`src/rtl/spram_pkg.sv`:
```
// Shared definitions for the single-port RAM arbiter: owner encoding and
// width helpers used to size address and burst-counter fields.
package spram_pkg;

    localparam logic OWN_A = 1'b0;
    localparam logic OWN_B = 1'b1;

    function automatic int addr_width(input int depth);
        return (depth > 1) ? $clog2(depth) : 1;
    endfunction

    function automatic int cnt_width(input int burst);
        return $clog2(burst + 1);
    endfunction

endpackage

```
`src/rtl/spram_rr_pick.sv`:
```
// Combinational round-robin pick with a bounded burst: the owner keeps the
// grant until it has used BURST consecutive grants while the other waits.
module spram_rr_pick
    import spram_pkg::*;
#(
    parameter int BURST = 4,
    localparam int CW   = cnt_width(BURST)
) (
    input  logic          req_a,
    input  logic          req_b,
    input  logic          owner,
    input  logic [CW-1:0] cnt,
    output logic          gnt_a,
    output logic          gnt_b,
    output logic          owner_next,
    output logic [CW-1:0] cnt_next
);

    logic w_req_own;
    logic w_req_oth;

    assign w_req_own = (owner == OWN_B) ? req_b : req_a;
    assign w_req_oth = (owner == OWN_B) ? req_a : req_b;

    always_comb begin
        gnt_a      = 1'b0;
        gnt_b      = 1'b0;
        owner_next = owner;
        cnt_next   = '0;
        if (w_req_own && ((cnt < CW'(BURST)) || !w_req_oth)) begin
            if (owner == OWN_B) gnt_b = 1'b1;
            else                gnt_a = 1'b1;
            // Saturate so a lone requester stays at BURST and yields at once.
            cnt_next = (cnt >= CW'(BURST)) ? CW'(BURST) : cnt + CW'(1);
        end else if (w_req_oth) begin
            if (owner == OWN_B) gnt_a = 1'b1;
            else                gnt_b = 1'b1;
            owner_next = ~owner;
            cnt_next   = CW'(1);
        end
    end

endmodule

```
`src/rtl/spram_arbiter.sv`:
```
// Two-requester arbiter in front of a single-port synchronous RAM: one access
// per cycle, bounded-burst round robin, read data steered back with 1-cycle latency.
module spram_arbiter
    import spram_pkg::*;
#(
    parameter int DATA_WIDTH = 8,
    parameter int DEPTH      = 256,
    parameter int BURST      = 4,
    localparam int AW        = addr_width(DEPTH),
    localparam int CW        = cnt_width(BURST)
) (
    input  logic                  clk,
    input  logic                  rst_n,
    input  logic                  req_a,
    input  logic                  wr_a,
    input  logic [AW-1:0]         addr_a,
    input  logic [DATA_WIDTH-1:0] wdata_a,
    output logic                  gnt_a,
    output logic                  rvalid_a,
    output logic [DATA_WIDTH-1:0] rdata_a,
    input  logic                  req_b,
    input  logic                  wr_b,
    input  logic [AW-1:0]         addr_b,
    input  logic [DATA_WIDTH-1:0] wdata_b,
    output logic                  gnt_b,
    output logic                  rvalid_b,
    output logic [DATA_WIDTH-1:0] rdata_b,
    output logic                  ram_wr_en,
    output logic                  ram_rd_en,
    output logic [AW-1:0]         ram_addr,
    output logic [DATA_WIDTH-1:0] ram_din,
    input  logic [DATA_WIDTH-1:0] ram_dout
);

    logic          r_owner;
    logic [CW-1:0] r_cnt;
    logic          r_rvalid_a;
    logic          r_rvalid_b;

    logic          w_pick_a;
    logic          w_pick_b;
    logic          w_owner_next;
    logic [CW-1:0] w_cnt_next;
    logic          w_gnt_a;
    logic          w_gnt_b;

    spram_rr_pick #(
        .BURST (BURST)
    ) u_pick (
        .req_a      (req_a),
        .req_b      (req_b),
        .owner      (r_owner),
        .cnt        (r_cnt),
        .gnt_a      (w_pick_a),
        .gnt_b      (w_pick_b),
        .owner_next (w_owner_next),
        .cnt_next   (w_cnt_next)
    );

    // Grants are gated by rst_n so nothing reaches the RAM while in reset.
    assign w_gnt_a = w_pick_a & rst_n;
    assign w_gnt_b = w_pick_b & rst_n;

    assign gnt_a     = w_gnt_a;
    assign gnt_b     = w_gnt_b;
    assign ram_wr_en = (w_gnt_a & wr_a) | (w_gnt_b & wr_b);
    assign ram_rd_en = (w_gnt_a & ~wr_a) | (w_gnt_b & ~wr_b);
    assign ram_addr  = w_gnt_b ? addr_b : addr_a;
    assign ram_din   = w_gnt_b ? wdata_b : wdata_a;

    always_ff @(posedge clk or negedge rst_n) begin
        if (!rst_n) begin
            r_owner    <= OWN_A;
            r_cnt      <= '0;
            r_rvalid_a <= 1'b0;
            r_rvalid_b <= 1'b0;
        end else begin
            r_owner    <= w_owner_next;
            r_cnt      <= w_cnt_next;
            r_rvalid_a <= w_gnt_a & ~wr_a;
            r_rvalid_b <= w_gnt_b & ~wr_b;
        end
    end

    assign rvalid_a = r_rvalid_a;
    assign rvalid_b = r_rvalid_b;
    assign rdata_a  = ram_dout;
    assign rdata_b  = ram_dout;

endmodule
```
`config.mk`:
```
export PLATFORM = sky130hd
export DESIGN_NAME = spram_arbiter
export DESIGN_NICKNAME = d
export VERILOG_FILES = /design/src/rtl/spram_pkg.sv /design/src/rtl/spram_rr_pick.sv /design/src/rtl/spram_arbiter.sv
export SDC_FILE = /design/constraint.sdc
export NUM_CORES = 1
export LEC_CHECK = 0
export CORE_MARGIN = 10
export CORE_UTILIZATION = 31
export CTS_BUF_LIST = sky130_fd_sc_hd__clkbuf_8
export DETAILED_ROUTE_END_ITERATION = 16
export PLACE_DENSITY = 0.87
export SYNTH_ARGS = -nofsm -noshare
export SYNTH_HDL_FRONTEND = slang
export SYNTH_HIERARCHICAL = 1
export SYNTH_SLANG_ARGS = --single-unit
```
`constraint.sdc`:
```
create_clock -name clk -period 4.3 [get_ports clk]
set_input_delay 0.86 -clock clk [delete_from_list [all_inputs] [get_ports clk]]
set_output_delay 0.86 -clock clk [all_outputs]
set_load 0.01 [all_outputs]
```
==> flow_summary.json <==
{
  "hold_viol": 0,
  "cp_max_fo": 8,
  "grt_max_degree": 18,
  "fp.coreArea_sq_um": 2450,
  "worstHoldPathCells": 1,
  "fin_crit_sh": 0.946,
  "cts.clk_slew.worst_paths_ns": 0.04,
  "relSlewSlack": 0.730,
  "setup_tns_ns": 0,
  "cts_sinks": 6,
  "slew_viol_final": 0,
  "timing.reg2reg.setup_slack_ns": 2.53,
  "outcome": "finished clean",
  "hold_buffers": 0,
  "drc": 0,
  "first_iter_violations": 18,
  "syn2layout_area_growth_pct": 65.0,
  "finalSetupViolCount": 0,
  "synth_ff_type": "dfrtp_1",
  "grt_overflow": 0,
  "endpoint_kind": "output pin",
  "synth_edf_count": 0,
  "io_pins": 84,
  "routed_wl_um": 2930,
  "syn-instance-count": 85,
  "cp.required_ns": 3.44,
  "critPathLaunch": "req_b",
  "wire_per_inst_um": 18.7,
  "cts_made_buffers": 3,
  "cts_setup_buffers": 0,
  "cts.path.max_buffers": 2,
  "n_antenna_cell": 0,
  "ys_seq_area_frac": 0.190,
  "reg2reg_depth": 8,
  "postRouteAntennaNets": 0,
  "cp-start-kind": "input pin",
  "vias_per_cell": 4.61,
  "power.density_nw_per_um2": 347,
  "yosysWarningCount": 6,
  "die_area_sq_um": 4970,
  "synth_seq_cells": 6,
  "rsz0062_at_grt": "no",
  "die_w_um": 70.5,
  "arrival_ns": 3.21,
  "fin_area_sq_um": 1310,
  "hold_path_end": "r_cnt[1]",
  "hpwl_um": 2470,
  "holdCritPathClass": "flop to flop",
  "worst_slew_pin_slew_ns": 0.404,
  "min-delay-start": "r_cnt[2]",
  "syn-num-nets": 134,
  "place_area_sq_um": 1260,
  "antenna_found_initial": 0,
  "drt-pass1-iter-count": 4,
  "cts-root-buf": "clkbuf_8",
  "num_vias": 723,
  "fmax_mhz": 246,
  "synth_area_sq_um": 791,
  "power_leakage_uw": 0.000575,
  "routabilityCongestion": 0.785,
  "grt_pass1_wl_um": 4530,
  "crit-reg2reg-launch": "r_owner",
  "synthArstFlopShare": 1.00,
  "ys_types": 28,
  "grt_pass1_vias": 825,
  "final_nets": 178,
  "drive_gt1_frac": 0.173,
  "clk_latency_ns": 0.22,
  "num_rows": 18,
  "avgSynthCellArea_sq_um": 9.30,
  "vdd_drop_max_v": 0.000202,
  "drv_cap": 0,
  "critPathKind": "input pin to output pin",
  "htree_levels": 1,
  "period_needed_ns": 4.07,
  "grt_usage": 0.116,
  "tritoncts": "done",
  "cts_resized": 0,
  "die_y_um": 70.5,
  "fin_skew_ns": 0.00209,
  "port_buffers": 59,
  "reg2reg_to": "rvalid_a",
  "initial_core_util": 0.322
}
-- Yosys cell counts, types with 2 or more instances --
cell      number  share of area
buf_4         18           0.17
mux2_4         9           0.17
mux2_2         7           0.10
dfrtp_1        6           0.19
inv_1          5          0.024
nand2_1        5          0.024
nand2b_1       4          0.032
nor2_1         4          0.019
a21oi_1        3          0.019
ha_1           3          0.047
a31oi_1        2          0.016
buf_6          2          0.028
o21ai_0        2          0.013
-- cells by family (layout without fill, tap and decap cells) --
| family | count (synthesis) | count (layout) | synth area share |
|---|---|---|---|
| buffers and inverters | 26 | 68 | 0.229 |
| adders and majority gates | 3 | 3 | 0.0475 |
| muxes | 17 | 17 | 0.283 |
| DFF | 6 | 6 | 0.190 |
| AOI/OAI and AO/OA | 12 | 12 | 0.0949 |
| and+or+nand+nor | 21 | 21 | 0.155 |
-- worst max-delay path: stages --
cell	delay, ns
clkdlybuf4s50_1	0.60
inv_1	0.12
o21ai_0	0.25
ha_1	0.22
nand2b_1	0.11
nand3_1	0.08
o211ai_1	0.15
nand2b_1	0.09
a21oi_1	0.17
clkdlybuf4s50_1	0.56
-- per-layer routing --
layer / up-vias / wire length (um) / track usage
li1: 356 / - / -
met4: 0 / 28 / 0.0461
met1: 342 / 886 / 0.0951
met3: 2 / 206 / 0.0494
met5: - / 0 / 0
met2: 23 / 1810 / 0.234
-- final cells by class --
cell class / instances / area, sq um
Clock buffer: 3 / 41.3
Fill cell: 247 / 1150
Inverter: 5 / 18.8
Multi-Input combinational cell: 53 / 459
Sequential cell: 6 / 150
Tap cell: 30 / 37.5
Timing Repair Buffer: 60 / 598
-- metrics by stage --
| step | cells | power, uW | worst slack [ns] | hold slack [ns] | util |
|---|---|---|---|---|---|
| 2_1_floorplan | 85 | 279 | 1.51 | 0.556 | - |
| 3_3_place_gp | 154 | 355 | 0.465 | 0.579 | 0.515 |
| 3_5_place_dp | 154 | 369 | 0.249 | 0.615 | 0.515 |
| 4_1_cts | 157 | 459 | 0.230 | 0.626 | 0.532 |
| 6_report | 157 | 453 | 0.234 | 0.633 | 0.532 |
| 5_1_grt | 157 | 493 | 0.0394 | 0.673 | 0.532 |
-- state kept, by name, summed over array words and instances (netlist names) --
| name | count |
|---|---|
| r_cnt | 3 |
| r_owner | 1 |
| rvalid_a | 1 |
| rvalid_b | 1 |
-- placed cells by master, fill, tap and decap left out, types with 2 or more instances in the layout --
master / instances
a21oi_1: 3
a31oi_1: 2
mux2_4: 9
dfrtp_1: 6
clkdlybuf4s50_1: 59
ha_1: 3
inv_1: 5
nand2_1: 5
o21ai_0: 2
nand2b_1: 4
mux2_2: 7
clkbuf_8: 3
nor2_1: 4
-- how the worst max path moves through the flow --
stage                 to  slack, ns
6_report       ram_rd_en       0.23
5_1_grt        ram_wr_en       0.04
4_1_cts        ram_rd_en       0.23
3_5_place_dp   ram_rd_en       0.25
3_3_place_gp   ram_rd_en       0.46
2_1_floorplan  ram_rd_en       1.51
-- power breakdown --
group	total (uW)	internal [uW]	switching (uW)
clock network	83.9	60.1	23.8
registers	104	75.6	28.9
logic	264	159	105
Note: power is estimated with default switching activity, not from simulation.
